[config.mk]
export PLATFORM = sky130hd
export DESIGN_NAME = vga_capture
export DESIGN_NICKNAME = d
export VERILOG_FILES = /design/src/rtl/vga_capture.sv
export SDC_FILE = /design/constraint.sdc
export NUM_CORES = 1
export LEC_CHECK = 0
export ABC_AREA = 1
export BUFFER_PORTS_ARGS = -buffer_cell sky130_fd_sc_hd__buf_4
export CORE_MARGIN = 2
export CORE_UTILIZATION = 60
export DETAILED_ROUTE_END_ITERATION = 10
export GPL_TIMING_DRIVEN = 0
export PLACE_DENSITY_LB_ADDON = 0.15
export SYNTH_ARGS = -nofsm -noshare
export SYNTH_HDL_FRONTEND = slang
export SYNTH_SLANG_ARGS = --single-unit
[constraint.sdc]
create_clock -name clk -period 5.91 [get_ports clk]
set_input_delay 1.182 -clock clk [delete_from_list [all_inputs] [get_ports clk]]
set_output_delay 1.182 -clock clk [all_outputs]
set_load 0.03 [all_outputs]
[src/rtl/vga_capture.sv]
// VGA timing recovery and pixel capture: input stage, sync counters, lock FSM, registered capture outputs.
// Optional statistics outputs (frame_count, err_count) are enabled by defining VGA_CAPTURE_STATS_EN.
module vga_capture #(
  parameter int H_DATA_START = 144,
  parameter int H_DATA_END   = 784,
  parameter int H_TOTAL      = 800,
  parameter int H_TOL        = 2,
  parameter int V_DATA_START = 35,
  parameter int V_DATA_END   = 515,
  parameter int V_TOTAL      = 525
) (
  input  logic        clk,
  input  logic        reset,
  input  logic        vga_hsync,
  input  logic        vga_vsync,
  input  logic [2:0]  vga_rgb,
  output logic [9:0]  cap_col,
  output logic [9:0]  cap_row,
  output logic [2:0]  cap_rgb,
  output logic        cap_valid,
  output logic        frame_start,
  output logic        locked,
  output logic        timing_err
`ifdef VGA_CAPTURE_STATS_EN
  ,
  output logic [15:0] frame_count,
  output logic [7:0]  err_count
`endif
);

  localparam logic [1:0] SEARCH = 2'd0;
  localparam logic [1:0] CHECK  = 2'd1;
  localparam logic [1:0] LOCKED = 2'd2;

  localparam logic [10:0] LEN_MIN = 11'(H_TOTAL - H_TOL);
  localparam logic [10:0] LEN_MAX = 11'(H_TOTAL + H_TOL);
  localparam logic [9:0]  HS      = 10'(H_DATA_START);
  localparam logic [9:0]  HE      = 10'(H_DATA_END);
  localparam logic [9:0]  VS      = 10'(V_DATA_START);
  localparam logic [9:0]  VE      = 10'(V_DATA_END);
  localparam logic [9:0]  FRM_A   = 10'(V_TOTAL - 1);
  localparam logic [9:0]  FRM_B   = 10'(V_TOTAL);

  logic        s1_hsync, s1_vsync;
  logic [2:0]  s1_rgb;
  logic        h_prev, v_prev;
  logic [9:0]  h_cnt, v_cnt;
  logic [1:0]  state, state_next;
  logic        lines_bad;

  logic        hfall, vfall;
  logic [9:0]  h_pos, v_line;
  logic [10:0] line_len;
  logic        line_bad, frame_good, active, lose_lock;

  // h_cnt/v_cnt hold the position of the previous s1 sample, so h_pos/v_line
  // give the position of the current s1 sample without an extra pipeline stage.
  always_comb begin
    hfall    = h_prev & ~s1_hsync;
    vfall    = v_prev & ~s1_vsync;
    line_len = {1'b0, h_cnt} + 11'd1;

    if (hfall)            h_pos = '0;
    else if (h_cnt == '1) h_pos = '1;
    else                  h_pos = h_cnt + 10'd1;

    if (vfall)                        v_line = '0;
    else if (hfall && (v_cnt != '1))  v_line = v_cnt + 10'd1;
    else                              v_line = v_cnt;

    // A line that runs past the tolerance is flagged before its hsync ever arrives.
    if (hfall) line_bad = (line_len < LEN_MIN) || (line_len > LEN_MAX);
    else       line_bad = ({1'b0, h_pos} > LEN_MAX);

    frame_good = (v_cnt == FRM_A) || (v_cnt == FRM_B);
    active     = (state == LOCKED) && (h_pos >= HS) && (h_pos < HE) &&
                 (v_line >= VS) && (v_line < VE);

    state_next = state;
    case (state)
      SEARCH:  if (vfall) state_next = CHECK;
      CHECK:   if (vfall && frame_good && !lines_bad && !line_bad) state_next = LOCKED;
      LOCKED:  if (line_bad || (vfall && !frame_good)) state_next = SEARCH;
      default: state_next = SEARCH;
    endcase
    lose_lock = (state == LOCKED) && (state_next == SEARCH);
  end

  always_ff @(posedge clk or negedge reset) begin
    if (!reset) begin
      s1_hsync    <= 1'b1;
      s1_vsync    <= 1'b1;
      s1_rgb      <= '0;
      h_prev      <= 1'b1;
      v_prev      <= 1'b1;
      h_cnt       <= '0;
      v_cnt       <= '0;
      state       <= SEARCH;
      lines_bad   <= 1'b0;
      cap_col     <= '0;
      cap_row     <= '0;
      cap_rgb     <= '0;
      cap_valid   <= 1'b0;
      frame_start <= 1'b0;
      locked      <= 1'b0;
      timing_err  <= 1'b0;
    end else begin
      s1_hsync    <= vga_hsync;
      s1_vsync    <= vga_vsync;
      s1_rgb      <= vga_rgb;
      h_prev      <= s1_hsync;
      v_prev      <= s1_vsync;
      h_cnt       <= h_pos;
      v_cnt       <= v_line;
      state       <= state_next;
      // Every vsync fall opens a fresh frame for line statistics.
      if (vfall)         lines_bad <= 1'b0;
      else if (line_bad) lines_bad <= 1'b1;
      cap_valid   <= active;
      cap_col     <= active ? (h_pos - HS) : '0;
      cap_row     <= active ? (v_line - VS) : '0;
      cap_rgb     <= active ? s1_rgb : '0;
      frame_start <= vfall;
      locked      <= (state_next == LOCKED);
      timing_err  <= lose_lock;
    end
  end

`ifdef VGA_CAPTURE_STATS_EN
  always_ff @(posedge clk or negedge reset) begin
    if (!reset) begin
      frame_count <= '0;
      err_count   <= '0;
    end else begin
      if (vfall && (state_next == LOCKED)) frame_count <= frame_count + 16'd1;
      if (lose_lock && (err_count != '1))  err_count   <= err_count + 8'd1;
    end
  end
`endif

endmodule

After elaboration in Yosys (flattened, before gate mapping)
Cells that the tools add are included.

cells by class
  div/mod/pow operators = 0
  $mul = 0
  bitwise logic cells = 4
  reductions and logical operators = 19
  muxes and demuxes = 14
  $lt $le $gt $ge = 7
  shift-type cells = 0
  $add $sub $neg = 5
  equal/unequal tests = 7

operators with widths
  cell                                                                    number
  10-bit 2-to-1 mux                                                       6
  10-bit equality test, second input constant                             3
  10-bit by 1-bit adder with 10-bit output, second input constant         2
  10-bit < comparator, second input constant                              2
  10-bit by 1-bit adder with 11-bit output, second input constant         1
  11-bit by 10-bit > comparator with 1-bit output, second input constant  1
  11-bit by 10-bit < comparator with 1-bit output, second input constant  1
  10-bit by 6-bit >= comparator with 1-bit output, second input constant  1
  10-bit by 8-bit >= comparator with 1-bit output, second input constant  1
  10-bit > comparator, second input constant                              1
  1-bit logical AND                                                       10
  10-bit inequality test, second input constant                           1
  10-bit by 6-bit subtractor with 10-bit output, second input constant    1
  10-bit by 8-bit subtractor with 10-bit output, second input constant    1
  2-bit 2-to-1 mux                                                        3
  2-bit one-hot mux with 3 select lines                                   1
  2-bit equality test, second input constant                              2
  2-bit logical NOT                                                       2
  1-bit logical NOT                                                       3
  1-bit logical OR                                                        3
  1-bit 2-to-1 mux                                                        3
  3-bit 2-to-1 mux                                                        1
  1-bit AND                                                               2
  2-bit by 1-bit equality test with 1-bit output, second input constant   1
  other kinds (2)                                                         3

storage, ports and cells
  bits in registers = 57
  RAM bits = 0
  memory bits (read-only) = 0
  memories = 0
  latch bits = 0

Longest topological paths before layout
Gate-level depths: netlist of run 1.

  depth in word-level cells = 11
  depth in mapped cells = 18
  gate-level depth less buffers = 16

Worst setup path before layout of run 1
OpenSTA, ideal clock, no wires.

  kind = register to register
  start point = register h_cnt[0]
  end point = register cap_col[6]
  required time = 5.786 ns
  stages on the path, launching flop included = 19
  slack = 3.243 ns
  arrival time = 2.543 ns
  setup time = 0.124 ns
  buffers on the path = 2
  cell sequence = dfrtp_1 ha_1 nand3_1 nor2_4 nand2_2 buf_6 inv_1 o21ai_0 inv_1 ha_1 inv_1 nor2_1 nand2_1 nor3_1 nor2_1 nor2_4 nand3_4 buf_12 nor2_4

on the way
  longest elaborated chain between the ends = 9
  elaborated cells on any way between the ends = 12
  classes of those cells = 2 x add/sub; 2 x order compare; 1 x eq/ne; 3 x mux; 4 x reduce/logical

RTL lines
  item                                                                              line    RTL
  start: declaration                                                                47      logic [9:0] h_cnt, v_cnt;
  start signal: assignment                                                          113     h_cnt <= h_pos;
  10-bit by 1-bit adder with 10-bit output or 10-bit equality test (tied branches)  65, 64
  10-bit 2-to-1 mux (*)                                                             64      else if (h_cnt == '1) h_pos = '1;
  10-bit 2-to-1 mux (*)                                                             63      if (hfall) h_pos = '0;
  net h_pos[4]                                                                      52      logic [9:0] h_pos, v_line;
  10-bit by 8-bit >= comparator with 1-bit output                                   76      active = (state == LOCKED) && (h_pos >= HS) && (h_pos < HE) &&
  1-bit logical AND (3 in series)                                                   76
  1-bit logical AND                                                                 77      (v_line >= VS) && (v_line < VE);
  10-bit 2-to-1 mux (*)                                                             120     cap_col <= active ? (h_pos - HS) : '0;
  end signal: assignment                                                            120
  end: declaration                                                                  17      output logic [9:0] cap_col,

The timed path passes the listed nets; every way through them passes the cells marked *.
A chain may end at the register's enable or synchronous reset.

Worst setup path after layout of run 1
  start point = register h_cnt[0]
  end point = register cap_row[0]

on the way
  longest elaborated chain between the ends = 9
  elaborated cells on any way between the ends = 11
  classes of those cells = 1 x add/sub; 2 x order compare; 1 x eq/ne; 3 x mux; 4 x reduce/logical

RTL lines
  item                                                                              line    RTL
  10-bit by 1-bit adder with 10-bit output or 10-bit equality test (tied branches)  65, 64
  10-bit 2-to-1 mux (*)                                                             64
  10-bit 2-to-1 mux (*)                                                             63
  net h_pos[4]                                                                      52
  10-bit by 8-bit >= comparator with 1-bit output                                   76
  1-bit logical AND                                                                 76
  1-bit logical AND (*) (2 in series)                                               76
  1-bit logical AND (*)                                                             77
  10-bit 2-to-1 mux (*)                                                             121     cap_row <= active ? (v_line - VS) : '0;
  end signal: assignment                                                            121
  end: declaration                                                                  18      output logic [9:0] cap_row,

Marks and branches as above.

==> out/qor.csv, run 1 <==
stage,metric,value,unit
floorplanning,core,5172,um^2
worst_setup_path,worst_r2r_path_depth,18,
grt,grt_usage,24.60,%
worst_setup_path,worstPathArrival,3.48,ns
cells_and_area,final_common_cell,nand2_1,
power_and_ir_drop,powerDensity,268.9,nW/um^2
cells_and_area,fin_nets,441,
flow_run,max_cap_violations,0,
sta,fin_skew,0.01007,ns
outcome,status,"finished, final reports clean",
clocking,cts_hold_buffers,0,
floorplanning,die_h,77.61,um
synthesis,ys_types,36,
floorplanning,initial_core_util,62.84,%
synthesis,synthesis.nets,397,
power_and_ir_drop,irDropWorstVdd,0.2011,mV
synthesis,avgSynthCellArea,8.532,um^2
sta,maxSlewViolCount,0,
power_and_ir_drop,p_leak,2.150,nW
sta,finalHoldViolCount,0,
sta,setup-violations-final,0,
worst_setup_path,path_max_fanout,10,
route,drc,0,
route,vias_per_cell,5.080,
synthesis,yosys_warnings,0,
placed_design,hpwl,4406,um
route,post_drt_wl_per_cell,13.00,um
grt,grt_max_degree,58,
synthesis,muxShareOfSynthArea,0,%
sta,tns,0,ns
placed_design,gp_congestion,0.8288,
sta,rsz0062_at_grt,false,
grt,grt_pass1_vias,2510,
sta,post-route-period-util,55.29,%
grt,grt_pass1_wl,11450,um
clocking,cts_tree,built,
worst_setup_path,crit_type,flip-flop to flip-flop,
synthesis,yosysSeqAreaShare,44.03,%
clocking,clk_path_buf_depth,2,
sta,fmax,306.0,MHz
worst_setup_path,startpoint_type,flip-flop,
route,wirelength,6501,um
worst_setup_path,path_buf_inv,5,
sta,tightest_slew,0.7423,ns
synthesis,synth_seq_cells,57,
clocking,clock-sinks,57,
placed_design,dpl_cell_area,3586,um^2
power_and_ir_drop,total_power,1.030,mW
clocking,cts-root-buf,clkbuf_8,
route,drt_pass1_iterations,4,
floorplanning,die_w,77.61,um
synthesis,synthXorXnorAreaFrac,2.964,%
synthesis,synth_compound_area_share,2.002,%
floorplanning,rows,26,
worst_setup_path,end_kind,flip-flop,
clocking,cts_htree_levels,3,
route,drtIter0Drc,259,
min_path,min_path_cells,0,
clocking,cts_buffers,9,
cells_and_area,final_util,74.04,%
cells_and_area,design_area,3830,um^2
synthesis,synth_cells,381,
route,ant_nets,0,
clocking,cts_setup_buffers,0,
floorplanning,io_pins,34,
cells_and_area,antenna_cells,0,
worst_setup_path,crit_required,6.13,ns
grt,antenna_found_initial,0,
worst_setup_path,crit_path_top_delay_cell,o21ai_0,
worst_setup_path,path_cells,ha_1 -> nand3_1 -> nor2_4 -> nand2_2 -> buf_6 -> inv_1 -> o21ai_0 -> inv_1 -> ha_1 -> inv_1 -> nor2_1 -> nand2_1 -> nor3_1 -> nor2_1 -> nor2_4 -> nand3_4 -> buf_12 -> nor2_4,
worst_setup_path,max_stage_delay,0.60,ns
clocking,clk_latency,0.34,ns
cells_and_area,drive_above_1_share,26.05,%
clocking,cts_resized,0,
synthesis,synth_top_family_by_area,simple AND/OR/NAND/NOR gates,
synthesis,synthAdderAreaFrac,3.464,%
grt,grt-ovfl-total,0,
synthesis,yosys.area_share.simple,37.99,%
floorplanning,die-area,6023,um^2
worst_setup_path,critical_path.top_delay_family,simple AND/OR/NAND/NOR gates,
sta,timing.final.crit_period,3.268,ns
sta,hold_ws,0.3719,ns
worst_setup_path,crit_cells,18,
route,vias,2540,
cells_and_area,syn2layout_area_growth,17.82,%
cells_and_area,mostFrequentLayoutCells,"nand2_1, inv_1, dfrtp_1",
synthesis,netlist_area,3251,um^2
sta,slew_headroom,49.99,%
min_path,hp-class,flip-flop to flip-flop,
clocking,path_clk_slew,0.07,ns
placed_design,numPortBuffers,33,
==> layer usage <==
layer	share of wire, %	vias to the layer above	wire length (um)	global-route usage, %
met4	2.0	0	129	8.571
met3	6.1	19	395	7.674
met1	45	1166	2931	31.72
met2	47	102	3044	39.22
li1	-	1253	-	-
met5	0	-	0	0
==> final cells by class <==
type	instances	area, um^2
fillers	363	1343
flip-flops and latches	57	1431
clock buffers	11	141.4
inverters	64	242.7
repair buffers	33	247.7
multi-input cells	254	1509
well taps	70	87.58
clock inverters	5	102.6
plain buffers	6	67.56
==> cell usage after synthesis <==
library cell	n	area [um^2]
a21oi_1	5	25.02
and3_1	1	6.260
buf_12	2	40.04
buf_2	1	5.000
buf_4	1	7.510
buf_6	1	11.26
clkbuf_1	1	3.750
clkinv_1	2	7.510
dfrtp_1	53	1326
dfstp_2	4	105.1
ha_1	9	112.6
inv_1	55	206.5
inv_2	6	22.52
inv_4	1	6.260
nand2_1	96	360.4
nand2_2	8	50.05
nand2_4	6	67.56
nand3_1	31	155.2
nand3_2	5	50.05
nand3_4	2	35.03
nand3b_1	1	7.510
nand4_1	7	43.79
nor2_1	30	112.6
nor2_2	2	12.51
nor2_4	24	270.3
nor2_8	1	20.02
nor3_1	5	25.02
nor4_1	1	6.260
o211ai_1	1	7.510
o21ai_0	4	20.02
o21ai_1	1	5.000
o31ai_1	1	7.510
or2_0	1	6.260
or2_1	1	6.260
xnor2_1	1	8.760
xor2_1	10	87.58
==> cell families after synthesis <==
kind of cell,count (synthesis)
AOI/OAI and AO/OA,12
xor gates and xnor gates,11
adders and majority gates,9
buffers and inverters,70
DFF,57
and+or+nand+nor,222
==> sequential cells by signal (all words and copies together), names as in the netlist, 2 cells and up <==
signal,flops
s1_rgb,3
cap_col,10
state,2
cap_row,10
h_cnt,10
cap_rgb,3
v_cnt,10
==> worst paths after layout <==
path	slack, ns	start	endpoint
min in group asynchronous	0.90	reset	v_cnt[6]$_DFF_PN0_
setup reg to reg	2.64	h_cnt[0]$_DFF_PN0_	cap_row[0]$_DFF_PN0_
hold reg to reg	0.37	s1_vsync$_DFF_PN1_	v_prev$_DFF_PN1_
hold / removal	0.37	s1_vsync$_DFF_PN1_	v_prev$_DFF_PN1_
max in group asynchronous	4.55	reset	cap_col[6]$_DFF_PN0_
setup / recovery	2.64	h_cnt[0]$_DFF_PN0_	cap_row[0]$_DFF_PN0_
==> per-stage QoR <==
| step | setup slack, ns | instances |
|---|---|---|
| final | 2.642 | 500 |
| after global routing | 2.417 | 500 |
| after CTS | 2.603 | 500 |
| after detailed placement | 2.722 | 484 |
| after global placement | 2.801 | 484 |
| after floorplan | 3.243 | 381 |
==> where the power goes <==
group,total [mW],leakage [nW],internal (mW),switching (mW)
clock network,0.449,0.120,0.291,0.158
logic,0.152,1.27,0.0456,0.107
registers,0.429,0.757,0.409,0.0205
No activity file was read; power rests on OpenSTA's default activity.
==> inputs of run 2 (changes only) <==
--- a/config.mk
+++ b/config.mk
@@ -8,7 +8,7 @@
 export ABC_AREA = 1
 export BUFFER_PORTS_ARGS = -buffer_cell sky130_fd_sc_hd__buf_4
 export CORE_MARGIN = 2
-export CORE_UTILIZATION = 60
+export CORE_UTILIZATION = 53
 export DETAILED_ROUTE_END_ITERATION = 10
 export GPL_TIMING_DRIVEN = 0
 export PLACE_DENSITY_LB_ADDON = 0.15
==> constraint.sdc (replaced) <==
create_clock -name clk -period 2.6 [get_ports clk]
set_input_delay 0.52 -clock clk [delete_from_list [all_inputs] [get_ports clk]]
set_output_delay 0.52 -clock clk [all_outputs]
set_load 0.03 [all_outputs]
==> run 2 against run 1 <==
  * Setup slack got worse by 2.6 ns
  * Final cell count grew 6.2%
  * Power rose by 120%
  * Critical path type unchanged
  * Critical endpoint is now cap_col[3]$_DFF_PN0_
  * Largest cell class unchanged
  * Largest power group is now sequential cells
==> out/qor.csv, run 2 (synthesis gave the netlist of run 1 again) <==
stage,metric,value,unit,change
clocking,cts-root-buf,clkbuf_8,,
grt,grt_pass1_wl,10740,um,-6.2%
worst_setup_path,path_max_fanout,8,,-2
power_and_ir_drop,total_power,2.268,mW,+120%
route,ant_nets,0,,unchanged
worst_setup_path,max_stage_delay,0.38,ns,-0.22 ns
sta,setup-violations-final,0,,unchanged
sta,hold_ws,0.2257,ns,-0.1462 ns
placed_design,hpwl,4472,um,+1.5%
clocking,cts_tree,built,,
outcome,status,"finished, final reports clean",,
floorplanning,initial_core_util,54.90,%,-7.9 points
floorplanning,io_pins,34,,unchanged
cells_and_area,multi_input_area,1644,um^2,+9.0%
clocking,clk_path_buf_depth,2,,unchanged
sta,rsz0062_at_grt,true,,
worst_setup_path,worst_r2r_path_depth,16,,-2
power_and_ir_drop,powerDensity,538.7,nW/um^2,+100%
floorplanning,die_w,82.32,um,+6.1%
route,vias,2646,,+4.2%
cells_and_area,seqCellArea,1436,um^2,+0.35%
power_and_ir_drop,pwr-share-seq,42.9,%,+1.2 points
clocking,clock-sinks,57,,unchanged
power_and_ir_drop,p_sw,0.7145,mW,+150%
cells_and_area,mostFrequentLayoutCells,"nand2_1, buf_4, inv_1",,
cells_and_area,syn2layout_area_growth,29.52,%,
sta,fin_skew,0.009606,ns,-0.0004688 ns
worst_setup_path,crit_type,flip-flop to flip-flop,,
power_and_ir_drop,p_leak,2.310,nW,+7.5%
grt,antenna_found_initial,0,,unchanged
grt,grt_pass1_vias,2418,,-3.7%
power_and_ir_drop,power_frac_comb,18.8,%,+4.0 points
worst_setup_path,r2r_setup_slack,0.09,ns,-2.56 ns
cells_and_area,drive_above_1_share,36.84,%,+11 points
worst_setup_path,startpoint_type,flip-flop,,
floorplanning,rows,28,,+7.7%
power_and_ir_drop,intPower,1.554,mW,+110%
cells_and_area,final_common_cell,nand2_1,,
clocking,cts_htree_levels,3,,unchanged
power_and_ir_drop,swShare,31.50,%,+3.9 points
cells_and_area,antenna_cells,0,,unchanged
floorplanning,core,5921,um^2,+14%
worst_setup_path,crit_required,2.88,ns,-3.25 ns
grt,grt_usage,21.07,%,-3.5 points
sta,slew_headroom,52.61,%,+2.6 points
worst_setup_path,end_kind,flip-flop,,
sta,timing.final.crit_period,2.514,ns,-0.7537 ns
power_and_ir_drop,irDropWorstVdd,0.3941,mV,+96%
sta,maxSlewViolCount,0,,unchanged
route,wirelength,6917,um,+6.4%
worst_setup_path,path_cells,ha_2 -> nand3_2 -> nor2_4 -> nand2_4 -> buf_8 -> a21oi_4 -> inv_2 -> ha_4 -> nand2_1 -> nand2_1 -> nand3_1 -> nor2_2 -> nor2_4 -> nand3_4 -> clkbuf_16 -> nor2_4,,
power_and_ir_drop,pwr-share-clk,38.3,%,-5.2 points
min_path,hp-class,input pin to async pin,,
clocking,cts_buffers,9,,unchanged
route,drt_pass1_iterations,4,,unchanged
clocking,cts_hold_buffers,0,,unchanged
worst_setup_path,r2r-end,cap_col[3]$_DFF_PN0_,,
grt,grt-ovfl-total,0,,unchanged
placed_design,gp_congestion,0.8267,,-0.25%
floorplanning,die_h,82.32,um,+6.1%
route,drc,0,,unchanged
sta,tightest_slew,0.7109,ns,-0.03136 ns
route,post_drt_wl_per_cell,13.03,um,+0.19%
cells_and_area,nFillCells,459,,+26%
worst_setup_path,worst_path_most_repeated_cell,nor2_4,,
route,vias_per_cell,4.983,,-1.9%
sta,post-route-period-util,96.69,%,+41 points
clocking,path_clk_slew,0.07,ns,about the same
sta,finalHoldViolCount,0,,unchanged
clocking,clk_latency,0.34,ns,about the same
placed_design,numPortBuffers,33,,unchanged
grt,grt_max_degree,58,,unchanged
route,drtIter0Drc,184,,-29%
worst_setup_path,crit_path_top_delay_cell,dfrtp_2,,
sta,fmax,397.8,MHz,+30%
worst_setup_path,worstReg2RegStart,h_cnt[0]$_DFF_PN0_,,
worst_setup_path,worstPathArrival,2.79,ns,-0.69 ns
cells_and_area,fin_nets,467,,+5.9%
flow_run,max_cap_violations,0,,unchanged
floorplanning,die-area,6776,um^2,+13%
-- run 2: cell count changes in the layout (fill, tap and decap cells not counted), moves of 4 or more --
cell     previous run  this run
inv_2               6        10
dfrtp_2             0         4
dfrtp_1            53        49
buf_4              34        58
nor2_1             30        25
inv_1              55        50
ha_1                9         5
-- run 2: critical path: cells and delay by family, from the launching register on --
family          cells  cell delay (ns)
simple gates       10             1.00
buf+inv             3             0.47
fa+ha+maj           2             0.39
compound gates      1             0.21
flops               1             0.38
-- run 2: timing repair --
action                                 4_1_cts  5_1_grt
endpoints found under the hold margin        0        0
cloned                                       0        3
resized for setup                            9       33
buffers inserted                             4       20
setup endpoints to repair                   27       26
pin swaps                                    1       21
-- run 2: worst max-delay path by stage --
stage,start,to,slack (ns),cells past startpoint
final,h_cnt[0]$_DFF_PN0_,cap_col[3]$_DFF_PN0_,0.09,16
after global placement,h_cnt[0]$_DFF_PN0_,cap_row[1]$_DFF_PN0_,-0.30,18
after detailed placement,h_cnt[0]$_DFF_PN0_,cap_col[2]$_DFF_PN0_,-0.34,18
after CTS,h_cnt[0]$_DFF_PN0_,cap_col[2]$_DFF_PN0_,0.02,16
after floorplan,h_cnt[0]$_DFF_PN0_,cap_col[8]$_DFF_PN0_,0.08,18
after global routing,h_cnt[1]$_DFF_PN0_,timing_err$_DFF_PN0_,-0.06,16
-- run 2: final cells by class --
class | count | share of cell area [%]
Sequential cell | 57 | 34.12
Clock inverter | 6 | 1.724
Inverter | 64 | 5.914
Clock buffer | 10 | 3.269
Tap cell | 75 | 2.229
Buffer | 5 | 1.753
Multi-Input combinational cell | 254 | 39.05
Timing Repair Buffer | 60 | 11.95
-- run 2: layer usage --
layer	track usage (%)	part of all wire [%]	routed length, um
met1	26.87	44	3029
met3	7.065	6.2	426
met4	7.667	2.2	153
met2	33.31	48	3307
met5	0	0	0
-- run 2: per-stage QoR --
| stage | instances | instance area [um^2] | setup WS, ns | setup TNS (ns) | util, % |
|---|---|---|---|---|---|
| detailed placement | 489 | 3592 | -0.3356 | -7.263 | 60.67 |
| finish | 531 | 4210 | 0.08605 | 0 | 71.11 |
| global route | 531 | 4210 | -0.06261 | -0.4816 | 71.11 |
| global placement | 489 | 3592 | -0.2970 | -6.393 | 60.67 |
| floorplan | 381 | 3251 | 0.07849 | 0 | - |
| CTS | 509 | 3856 | 0.01501 | 0 | 65.13 |
-- run 2: power groups by stage --
stage / combinational, mW / clock (mW) / sequential [mW]
after floorplan: 0.264 / 0 / 0.980
after global placement: 0.335 / 0 / 0.989
after detailed placement: 0.342 / 0 / 0.990
after CTS: 0.374 / 0.895 / 0.969
after global routing: 0.478 / 0.930 / 0.979
final: 0.425 / 0.869 / 0.974
